<file path="config.mk">
export PLATFORM = sky130hd
export DESIGN_NAME = cmd_confirm
export DESIGN_NICKNAME = d
export VERILOG_FILES = /design/src/rtl/speech_pkg.sv /design/src/rtl/cmd_hold_timer.sv /design/src/rtl/cmd_confirm.sv
export SDC_FILE = /design/constraint.sdc
export NUM_CORES = 1
export LEC_CHECK = 0
export CAP_MARGIN = 20
export CELL_PAD_IN_SITES_DETAIL_PLACEMENT = 0
export CELL_PAD_IN_SITES_GLOBAL_PLACEMENT = 1
export CORE_MARGIN = 1
export CORE_UTILIZATION = 40
export CTS_BUF_LIST = sky130_fd_sc_hd__clkbuf_8
export CTS_CLUSTER_SIZE = 40
export DETAILED_ROUTE_END_ITERATION = 16
export MAX_ROUTING_LAYER = met4
export PLACE_DENSITY = 0.67
export SLEW_MARGIN = 40
export SYNTH_ARGS = -nofsm -noshare
export SYNTH_HDL_FRONTEND = slang
export SYNTH_SLANG_ARGS = --single-unit
</file>
<file path="constraint.sdc">
create_clock -name clk -period 2.9 [get_ports clk]
set_input_delay 0.725 -clock clk [delete_from_list [all_inputs] [get_ports clk]]
set_output_delay 0.725 -clock clk [all_outputs]
set_load 0.1 [all_outputs]
</file>
<file path="src/rtl/speech_pkg.sv">
`default_nettype none
// ============================================================================
//  Module      : speech_pkg
//  Description : Shared types and constants for the speech command confirm
//                stage: command encoding, result bus width and FSM states.
//  Revision    : 1.0 - initial release
// ============================================================================
package speech_pkg;

  // Classifier / command encoding. CMD_RSVD behaves exactly like CMD_NONE.
  typedef enum logic [1:0] {
    CMD_NONE = 2'd0,
    CMD_ON   = 2'd1,
    CMD_OFF  = 2'd2,
    CMD_RSVD = 2'd3
  } cmd_e;

  localparam int CMD_W = 12;

  typedef enum logic [1:0] {
    IDLE     = 2'd0,
    CAND     = 2'd1,
    COOLDOWN = 2'd2
  } state_e;

  // True for classes that carry a real command.
  function automatic logic is_cmd(input logic [1:0] cls);
    return (cls == CMD_ON) || (cls == CMD_OFF);
  endfunction

endpackage
`default_nettype wire

</file>
<file path="src/rtl/cmd_hold_timer.sv">
`default_nettype none
// ============================================================================
//  Module      : cmd_hold_timer
//  Description : Restartable interval timer built on a loadable down-counter.
//                A start pulse (re)loads CYCLES-1; the counter then runs down
//                and raises expire for the single cycle in which it sits at
//                zero, after which it goes inactive. CYCLES == 0 disables it.
//  Revision    : 1.0 - initial release
//
//  Ports
//    clk    in   system clock
//    rst_n  in   asynchronous active-low reset
//    start  in   load and (re)start the interval; overrides a running count
//    expire out  high in the last cycle of the interval
// ============================================================================
module cmd_hold_timer #(
  parameter int CYCLES = 1
) (
  input  logic clk,
  input  logic rst_n,
  input  logic start,
  output logic expire
);

  localparam int             CNT_W  = (CYCLES > 0) ? $clog2(CYCLES + 1) : 1;
  localparam logic [CNT_W-1:0] c_last = CNT_W'((CYCLES > 0) ? CYCLES - 1 : 0);
  localparam logic           c_enabled = (CYCLES > 0);

  logic             active_q, active_d;
  logic [CNT_W-1:0] cnt_q,    cnt_d;

  always_comb begin
    active_d = active_q;
    cnt_d    = cnt_q;
    if (start) begin
      active_d = c_enabled;
      cnt_d    = c_last;
    end else if (active_q) begin
      // Stop at zero rather than wrapping.
      if (cnt_q == '0) begin
        active_d = 1'b0;
      end else begin
        cnt_d = cnt_q - 1'b1;
      end
    end
  end

  always_ff @(posedge clk or negedge rst_n) begin
    if (!rst_n) begin
      active_q <= 1'b0;
      cnt_q    <= '0;
    end else begin
      active_q <= active_d;
      cnt_q    <= cnt_d;
    end
  end

  assign expire = active_q && (cnt_q == '0);

endmodule
`default_nettype wire

</file>
<file path="src/rtl/cmd_confirm.sv">
`default_nettype none
// ============================================================================
//  Module      : cmd_confirm
//  Description : Confirms a speech command after CONFIRM_FRAMES consecutive
//                identical non-zero classifier frames, drives it on cmd_data
//                for HOLD_CYCLES, and blocks new frames for COOLDOWN_CYCLES
//                after each confirmation.
//  Revision    : 1.0 - initial release
//
//  Ports
//    clk          in   system clock
//    rst_n        in   asynchronous active-low reset
//    frame_valid  in   classifier frame decision valid
//    frame_class  in   0 silence, 1 on, 2 off, 3 reserved (as silence)
//    frame_ready  out  frame accepted this cycle when valid (registered)
//    cmd_data     out  confirmed command, zero-extended to CMD_W
//    cmd_valid    out  one-cycle pulse on every cmd_data change
//    busy         out  high in CAND or COOLDOWN
// ============================================================================
module cmd_confirm #(
  parameter int CONFIRM_FRAMES  = 3,
  parameter int HOLD_CYCLES     = 200_000_000,
  parameter int COOLDOWN_CYCLES = 1_000_000,
  parameter int CMD_W           = speech_pkg::CMD_W
) (
  input  logic             clk,
  input  logic             rst_n,
  input  logic             frame_valid,
  input  logic [1:0]       frame_class,
  output logic             frame_ready,
  output logic [CMD_W-1:0] cmd_data,
  output logic             cmd_valid,
  output logic             busy
);

  import speech_pkg::*;

  localparam int               CNT_W      = $clog2(CONFIRM_FRAMES + 1);
  // cnt holds frames seen so far; confirming happens when cnt+1 reaches N.
  localparam logic [CNT_W-1:0] c_cnt_last = CNT_W'(CONFIRM_FRAMES - 1);
  localparam logic [CNT_W-1:0] c_cnt_one  = CNT_W'(1);

  state_e           state_q,       state_d;
  cmd_e             cand_q,        cand_d;
  logic [CNT_W-1:0] cnt_q,         cnt_d;
  cmd_e             cmd_q,         cmd_d;
  logic             cmd_valid_q,   cmd_valid_d;
  logic             frame_ready_q, frame_ready_d;
  logic             busy_q,        busy_d;

  logic accept;
  logic confirm;
  logic hold_expire;
  logic cd_expire;

  assign accept = frame_valid && frame_ready_q;

  always_comb begin
    state_d = state_q;
    cand_d  = cand_q;
    cnt_d   = cnt_q;
    cmd_d   = cmd_q;
    confirm = 1'b0;

    case (state_q)
      IDLE: begin
        if (accept && is_cmd(frame_class)) begin
          cand_d = cmd_e'(frame_class);
          if (CONFIRM_FRAMES == 1) begin
            confirm = 1'b1;
          end else begin
            cnt_d   = c_cnt_one;
            state_d = CAND;
          end
        end
      end

      CAND: begin
        if (accept) begin
          if (!is_cmd(frame_class)) begin
            state_d = IDLE;
            cnt_d   = '0;
          end else if (cmd_e'(frame_class) == cand_q) begin
            if (cnt_q == c_cnt_last) begin
              confirm = 1'b1;
            end else begin
              cnt_d = cnt_q + 1'b1;
            end
          end else begin
            // A different command restarts the streak with itself as frame 1.
            cand_d = cmd_e'(frame_class);
            cnt_d  = c_cnt_one;
          end
        end
      end

      COOLDOWN: begin
        if (cd_expire) begin
          state_d = IDLE;
        end
      end

      default: begin
        state_d = IDLE;
        cnt_d   = '0;
      end
    endcase

    // Confirm takes priority over a simultaneous hold timeout.
    if (confirm) begin
      cmd_d   = cand_d;
      cnt_d   = '0;
      state_d = (COOLDOWN_CYCLES > 0) ? COOLDOWN : IDLE;
    end else if (hold_expire) begin
      cmd_d = CMD_NONE;
    end
  end

  assign cmd_valid_d   = (cmd_d != cmd_q);
  assign frame_ready_d = (state_d != COOLDOWN);
  assign busy_d        = (state_d != IDLE);

  always_ff @(posedge clk or negedge rst_n) begin
    if (!rst_n) begin
      state_q       <= IDLE;
      cand_q        <= CMD_NONE;
      cnt_q         <= '0;
      cmd_q         <= CMD_NONE;
      cmd_valid_q   <= 1'b0;
      frame_ready_q <= 1'b1;
      busy_q        <= 1'b0;
    end else begin
      state_q       <= state_d;
      cand_q        <= cand_d;
      cnt_q         <= cnt_d;
      cmd_q         <= cmd_d;
      cmd_valid_q   <= cmd_valid_d;
      frame_ready_q <= frame_ready_d;
      busy_q        <= busy_d;
    end
  end

  // Hold timer: every confirm restarts it; cmd_data is non-zero exactly
  // while it is running.
  cmd_hold_timer #(
    .CYCLES (HOLD_CYCLES)
  ) u_hold_timer (
    .clk    (clk),
    .rst_n  (rst_n),
    .start  (confirm),
    .expire (hold_expire)
  );

  // Cooldown timer: only started on a confirm that enters COOLDOWN.
  cmd_hold_timer #(
    .CYCLES (COOLDOWN_CYCLES)
  ) u_cooldown_timer (
    .clk    (clk),
    .rst_n  (rst_n),
    .start  (confirm),
    .expire (cd_expire)
  );

  assign frame_ready = frame_ready_q;
  assign cmd_data    = {{(CMD_W-2){1'b0}}, cmd_q};
  assign cmd_valid   = cmd_valid_q;
  assign busy        = busy_q;

endmodule
`default_nettype wire

</file>
==> results of run 1 <==
critical path, cell delays in order:
cell             delay, ns
clkdlybuf4s50_1       0.60
nor4bb_1              0.09
buf_4                 0.15
o2111a_1              0.33
buf_4                 0.19
or4_1                 0.49
nand2_1               0.08
cell usage after synthesis, types with 3 or more instances:
master,number
a21oi_1,20
a31oi_1,3
and2_1,6
and3_1,6
buf_2,5
buf_4,10
clkbuf_1,5
dfrtp_1,60
ha_1,5
inv_1,8
mux2i_1,3
nand2_1,30
nand3_1,18
nand3b_1,3
nand4_1,6
nand4b_1,4
nor2_1,28
nor3_1,14
nor4_1,8
nor4_2,3
o21ai_0,26
o31ai_1,5
or2_2,3
or3_1,20
or4_1,8
xnor2_1,7
xor2_1,10
kinds of logic (layout without fill, tap and decap cells):
group	after synthesis	count (layout)	share of synthesized area (%)
xor gates and xnor gates	17	17	4.33
and+or+nand+nor	176	176	29.6
AOI/OAI and AO/OA	75	75	14.1
other	1	10	0.109
muxes	4	4	1.20
buffers and inverters	29	44	4.43
adders and majority gates	5	5	1.82
DFF	61	61	44.4
through the flow:
step,setup slack (ns),hold slack [ns],cells,instance area (sq um)
2_1_floorplan,0.816,0.429,377,3480
3_3_place_gp,0.193,0.498,482,3680
3_5_place_dp,0.188,0.504,482,3680
4_1_cts,0.535,0.400,497,3840
5_1_grt,0.365,0.409,497,3840
6_report,0.510,0.383,497,3840
power groups by stage:
stage | logic (mW) | clock network, mW | registers, mW
global placement | 0.0919 | 0 | 0.868
finish | 0.0901 | 0.647 | 0.852
CTS | 0.0921 | 0.665 | 0.852
detailed placement | 0.0920 | 0 | 0.868
floorplan | 0.0721 | 0 | 0.869
global route | 0.0977 | 0.711 | 0.852
how the worst max path moves through the flow:
| stage | slack (ns) | cells past startpoint | endpoint |
|---|---|---|---|
| final | 0.51 | 7 | u_cooldown_timer.cnt_q[7] |
| after global routing | 0.36 | 7 | cmd_q[1] |
| after CTS | 0.53 | 7 | u_cooldown_timer.cnt_q[7] |
| after detailed placement | 0.19 | 7 | u_cooldown_timer.cnt_q[7] |
| after global placement | 0.19 | 7 | u_cooldown_timer.cnt_q[7] |
| after floorplan | 0.82 | 5 | cmd_valid |
state kept, by name (all words and copies together) (netlist names):
signal,count
u_hold_timer.active_q,1
frame_ready,1
cand_q,2
cmd_q,2
u_cooldown_timer.active_q,1
busy,1
cmd_valid,1
u_cooldown_timer.cnt_q,20
state_q,2
cnt_q,2
u_hold_timer.cnt_q,28
per-layer routing:
layer | part of all wire, % | track usage [%]
met1 | 51 | 24.9
met2 | 45 | 28.5
met3 | 2.9 | 4.35
met4 | 0.96 | 4.55
met5 | 0 | -
cells in the final DEF (no fill, tap or decap), types with 3 or more instances in the layout:
cell / n
and3_1: 6
conb_1: 10
or3_1: 20
or4_1: 8
dfrtp_1: 60
buf_4: 15
nand2_1: 30
clkbuf_8: 10
nor3_1: 14
nor2_1: 28
nand3_1: 18
mux2i_1: 3
nand4b_1: 4
nor4_2: 3
and2_1: 6
xnor2_1: 7
o31ai_1: 5
a21oi_1: 20
ha_1: 5
inv_1: 11
a31oi_1: 3
clkdlybuf4s50_1: 3
o21ai_0: 26
nand4_1: 6
nor4_1: 8
nand3b_1: 3
xor2_1: 10
or2_2: 3
cell type report:
cell class | count | area (sq um)
Fill cell | 814 | 4420
Multi-Input combinational cell | 287 | 1800
Sequential cell | 61 | 1530
Timing Repair Buffer | 21 | 188
Clock buffer | 10 | 138
Tap cell | 105 | 131
Inverter | 8 | 30.0
Clock inverter | 5 | 21.3
==> results.txt, run 1 <==
Run status - finished clean
Worst reg-to-reg path cell count - 7
Main synth FF type - dfrtp_1
Number of resized instances in the post-cts repair step - 0
Clock latency at the later pin of the worst-skew pair - 0.33 ns
Worst vdd ir - 0.183 mV
Maximum number of pins on one net before global-route repair - 62
Worst reg-to-reg setup slack - 0.56 ns
Proportion of layout cells with a drive suffix above 1 - 13.0%
Area of the core - 8260 sq um
Cts-stage hold buffer count - 0
Worst Setup Start Kind - primary input
Sum of net half-perimeters after detailed placement - 4.99 mm
Beginning of the critical path - frame_class[0]
Arrival @ worst endpoint - 2.66 ns
Congestion Overflow GR - 0
Die Area - 8980 sq um
Flop and latch count out of synthesis - 61
Category of the worst setup path capture point - register
Largest fanout of any net on the critical path - 8
Post-route DRC violation count - 0
Critical Setup Path Class - in2reg
Root buffer selected by CTS - clkbuf_8
Setup clock skew after layout - 0.00997 ns
Pwr dens - 414 nW/um^2
Global-route usage over all layers - 18.6%
Effective utilization at floorplan - 41.7%
Mean area per synthesized cell - 9.35 sq um
Number of global-route vias before repair - 2596
Actual slew at the worst max-slew pin - 0.673 ns
Number of slew-limit violations in the final report - 0
Wirelength per Cell - 14.6 um
Slew margin rel. - 54.7%
Die outline width - 94.8 um
Distinct cell type count of the synthesized netlist - 63
Number of flops mapped to enable cells by yosys - 0
Req. time, crit path - 3.17 ns
Number of nets in the finished design - 398
First-pass GRT wire length - 12.6 mm
I/O pin count - 20
Detailed-routing iteration count for the pre-antenna-repair pass - 4
Clock net sink count - 61
Sw Ratio - 25.8%
Row cnt - 33
I/O Buffers - 9
Syn Std Cell Area - 3440 sq um
Total via count after detailed routing - 2774
Placer's final routability congestion estimate - 0.743
Sequential-to-total area share from yosys stat - 44.4%
Growth of design area from synthesis to finish - 11.5%
Syn. warnings - 0
Clock Pin Slew Worst Setup and Hold Paths - 0.07 ns
ANT cells - 0
Max-cap violation count - 0
Power share of the sequential group - 53.6%
Number of failing hold endpoints at the final stage - 0
Startpoint of the lowest-slack register-to-register path - u_hold_timer.cnt_q[0]
Number of antenna violations at the first check in global routing - 0
Clock tree from TritonCTS - yes
Detailed router's first-iteration violation count - 106
Yosys top cell by area - dfrtp_1
Top cells by area in the synthesized netlist - dfrtp_1 44%, o21ai_0 3.8%, or3_1 3.6%
Min-delay worst type - in2async
Fmax achieved - 0.418 GHz
Post-route ant nets - 0
Reg2reg end - cmd_q[1]
Number of CTS-inserted buffers - 9
Internal Power - 1.18 mW
Final worst path period share - 82.4%
Cell count after synthesis - 368
Combinational share of power - 5.7%
PnR Total Power - 1.59 mW
Setup repair after global routing missed its margin - no
Wire length reported by the detailed router - 7.27 mm
Post-CTS setup repair buffer count - 0
Static leakage - 1.33 nW
Share of flip-flops with an asynchronous set or reset after synthesis - 100%
Die H - 94.8 um
Post-synth top area share - 43.6%
Detailed-route vias per instance - 5.58
Deepest clock path buffer count - 2
Total net switching power - 0.409 mW
Post-route setup TNS - 0 ns
H-tree lvl count - 3
Clock network power share - 40.7%
Share of the core filled with cells - 46.5%
Count of final setup violators - 0
Clock period minus worst slack - 2.39 ns
Note: power is estimated with default switching activity, not from simulation.
==> run 2, diff against run 1 <==
==> constraint.sdc (replaced) <==
create_clock -name clk -period 2.3 [get_ports clk]
set_input_delay 0.575 -clock clk [delete_from_list [all_inputs] [get_ports clk]]
set_output_delay 0.575 -clock clk [all_outputs]
set_load 0.1 [all_outputs]
==> results.txt, run 2 (synthesis gave the netlist of run 1 again) <==
Run status - finished clean (unchanged)
Critical Setup Path Class - reg2reg (was in2reg)
Wire length reported by the detailed router - 7.76 mm (was 7.27 mm)
Actual slew at the worst max-slew pin - 0.708 ns (was 0.673 ns)
First-pass GRT wire length - 13.5 mm (was 12.6 mm)
ANT cells - 0 (unchanged)
Area of the core - 8260 sq um (unchanged)
Count of final setup violators - 0 (unchanged)
Setup repair after global routing missed its margin - no (unchanged)
Pwr dens - 532 nW/um^2 (was 414 nW/um^2)
Worst vdd ir - 0.305 mV (was 0.183 mV)
Sum of net half-perimeters after detailed placement - 5.59 mm (was 4.99 mm)
Clock latency at the later pin of the worst-skew pair - 0.34 ns (was 0.33 ns)
Most common cell after layout, fill and taps aside - dfrtp_1 (unchanged)
Growth of design area from synthesis to finish - 20.8% (was 11.5%)
Worst-path cell chain - inv_1 -> ha_1 -> nor3b_2 -> and3_1 -> a41oi_1 -> or4b_2 -> a21oi_1 (was clkdlybuf4s50_1 -> nor4bb_1 -> buf_4 -> o2111a_1 -> buf_4 -> or4_1 -> nand2_1)
Largest fanout of any net on the critical path - 4 (was 8)
Row cnt - 33 (unchanged)
Register ranked first by flip-flop count - u_hold_timer.cnt_q (unchanged)
Clock Pin Slew Worst Setup and Hold Paths - 0.07 ns (about the same)
Detailed router's first-iteration violation count - 105 (was 106)
Crit-path max cell delay - 0.60 ns (about the same)
Number of slew-limit violations in the final report - 0 (unchanged)
Number of CTS-inserted buffers - 9 (unchanged)
Largest register FFs - 28 (unchanged)
Die Area - 8980 sq um (unchanged)
Family with the most delay on the worst path - simple AND/OR/NAND/NOR gates (was buffers and inverters)
Wirelength per Cell - 14.6 um (about the same)
Detailed-routing iteration count for the pre-antenna-repair pass - 4 (unchanged)
Root buffer selected by CTS - clkbuf_8 (unchanged)
Cts-stage hold buffer count - 0 (unchanged)
Min-delay worst type - in2async (unchanged)
I/O pin count - 20 (unchanged)
Static leakage - 1.52 nW (was 1.33 nW)
Final worst path period share - 92.6%
Share of the core filled with cells - 50.3% (was 46.5%)
Req. time, crit path - 2.57 ns (was 3.17 ns)
Arrival @ worst endpoint - 2.40 ns (was 2.66 ns)
Category of the worst setup path capture point - register (unchanged)
Congestion Overflow GR - 0 (unchanged)
Fmax achieved - 0.469 GHz
Deepest clock path buffer count - 2 (unchanged)
Total via count after detailed routing - 2888 (was 2774)
Detailed-route vias per instance - 5.44 (was 5.58)
Worst Setup Start Kind - register (was primary input)
Setup clock skew after layout - 0.0128 ns (was 0.00997 ns)
Clock net sink count - 61 (unchanged)
Post-layout instance count excluding filler cells - 531 (was 497)
Global-route usage over all layers - 20.2% (was 18.6%)
Number of nets in the finished design - 431 (was 398)
Slew margin rel. - 52.6% (was 54.7%)
Number of antenna violations at the first check in global routing - 0 (unchanged)
Proportion of layout cells with a drive suffix above 1 - 20.9% (was 13.0%)
Post-route DRC violation count - 0 (unchanged)
Die outline width - 94.8 um (unchanged)
Commonest non-fill, non-tap cells in the layout - 60 x dfrtp_1, 47 x buf_4, 30 x nand2_1 (was 60 x dfrtp_1, 30 x nand2_1, 28 x nor2_1)
Slowest cell on the critical path - or4b_2 (was clkdlybuf4s50_1)
Critical path buffer and inverter count - 1 (was 3)
Clock tree from TritonCTS - yes (unchanged)
Effective utilization at floorplan - 41.7% (unchanged)
I/O Buffers - 9 (unchanged)
Number of failing hold endpoints at the final stage - 0 (unchanged)
Number of global-route vias before repair - 2751 (was 2596)
Clock period minus worst slack - 2.13 ns
Max-cap violation count - 0 (unchanged)
Placer's final routability congestion estimate - 0.775 (was 0.743)
Largest registers - u_hold_timer.cnt_q: 28 flops, u_cooldown_timer.cnt_q: 20 flops (unchanged)
H-tree lvl count - 3 (unchanged)
Cell Count Post-Placement - 515 (was 482)
Die H - 94.8 um (unchanged)
Post-route ant nets - 0 (unchanged)
Maximum number of pins on one net before global-route repair - 45 (was 62)
[run 2: through the flow]
step / hold slack, ns / setup WS (ns) / instance area [sq um] / setup TNS [ns] / power [mW]
2_1_floorplan: 0.279 / 0.216 / 3480 / 0 / 1.19
3_3_place_gp: 0.501 / -0.160 / 3940 / -1.33 / 1.22
3_5_place_dp: 0.508 / -0.176 / 3940 / -2.02 / 1.22
4_1_cts: 0.180 / 0.118 / 4150 / 0 / 2.24
5_1_grt: 0.206 / 0.0247 / 4160 / 0 / 2.30
6_report: 0.172 / 0.170 / 4160 / 0 / 2.21
[run 2: final cells by class]
type,instances,area [sq um]
Clock buffer,12,165
Clock inverter,4,46.3
Fill cell,803,4100
Inverter,8,30.0
Multi-Input combinational cell,287,1810
Sequential cell,61,1530
Tap cell,105,131
Timing Repair Buffer,54,448
[run 2: power by group]
group / internal (mW) / total, mW / switching (mW) / leakage (nW)
sequential: 1.07 / 1.07 / 0.000451 / 0.624
clock: 0.584 / 1.02 / 0.432 / 0.110
combinational: 0.0176 / 0.120 / 0.102 / 0.782
[run 2: what timing repair did]
item                       CTS  global route
setup buffers                0             0
resized for setup            0             2
setup endpoints to repair    0             3
[run 2: final timing paths]
path / startpoint / endpoint / slack (ns) / cells past startpoint
max: u_hold_timer.cnt_q[0] / u_hold_timer.cnt_q[13] / 0.17 / 7
min: rst_n / u_cooldown_timer.cnt_q[6] / 0.17 / 1
max reg2reg: u_hold_timer.cnt_q[0] / u_hold_timer.cnt_q[13] / 0.17 / 7
min reg2reg: cnt_q[1] / cnt_q[1] / 0.53 / 1
max in group asynchronous: rst_n / u_hold_timer.active_q / 1.52 / 2
min in group clk: cnt_q[1] / cnt_q[1] / 0.53 / 1
[run 2: layer usage]
layer	up-vias	part of all wire [%]	GRT usage [%]
li1	1454	-	-
met2	31	44	29.9
met3	11	2.2	3.22
met5	-	0	-
met4	0	1.7	8.46
met1	1392	52	27.2
==> run 3, diff against run 2 <==
--- a/config.mk
+++ b/config.mk
@@ -5,6 +5,7 @@
 export SDC_FILE = /design/constraint.sdc
 export NUM_CORES = 1
 export LEC_CHECK = 0
+export ABC_AREA = 0
 export CAP_MARGIN = 20
 export CELL_PAD_IN_SITES_DETAIL_PLACEMENT = 0
 export CELL_PAD_IN_SITES_GLOBAL_PLACEMENT = 1
@@ -13,6 +14,7 @@
 export CTS_BUF_LIST = sky130_fd_sc_hd__clkbuf_8
 export CTS_CLUSTER_SIZE = 40
 export DETAILED_ROUTE_END_ITERATION = 16
+export HOLD_SLACK_MARGIN = 0.03
 export MAX_ROUTING_LAYER = met4
 export PLACE_DENSITY = 0.67
 export SLEW_MARGIN = 40
==> results of run 3 <==
Final layout, timing and power as in run 2 (identical DEF).
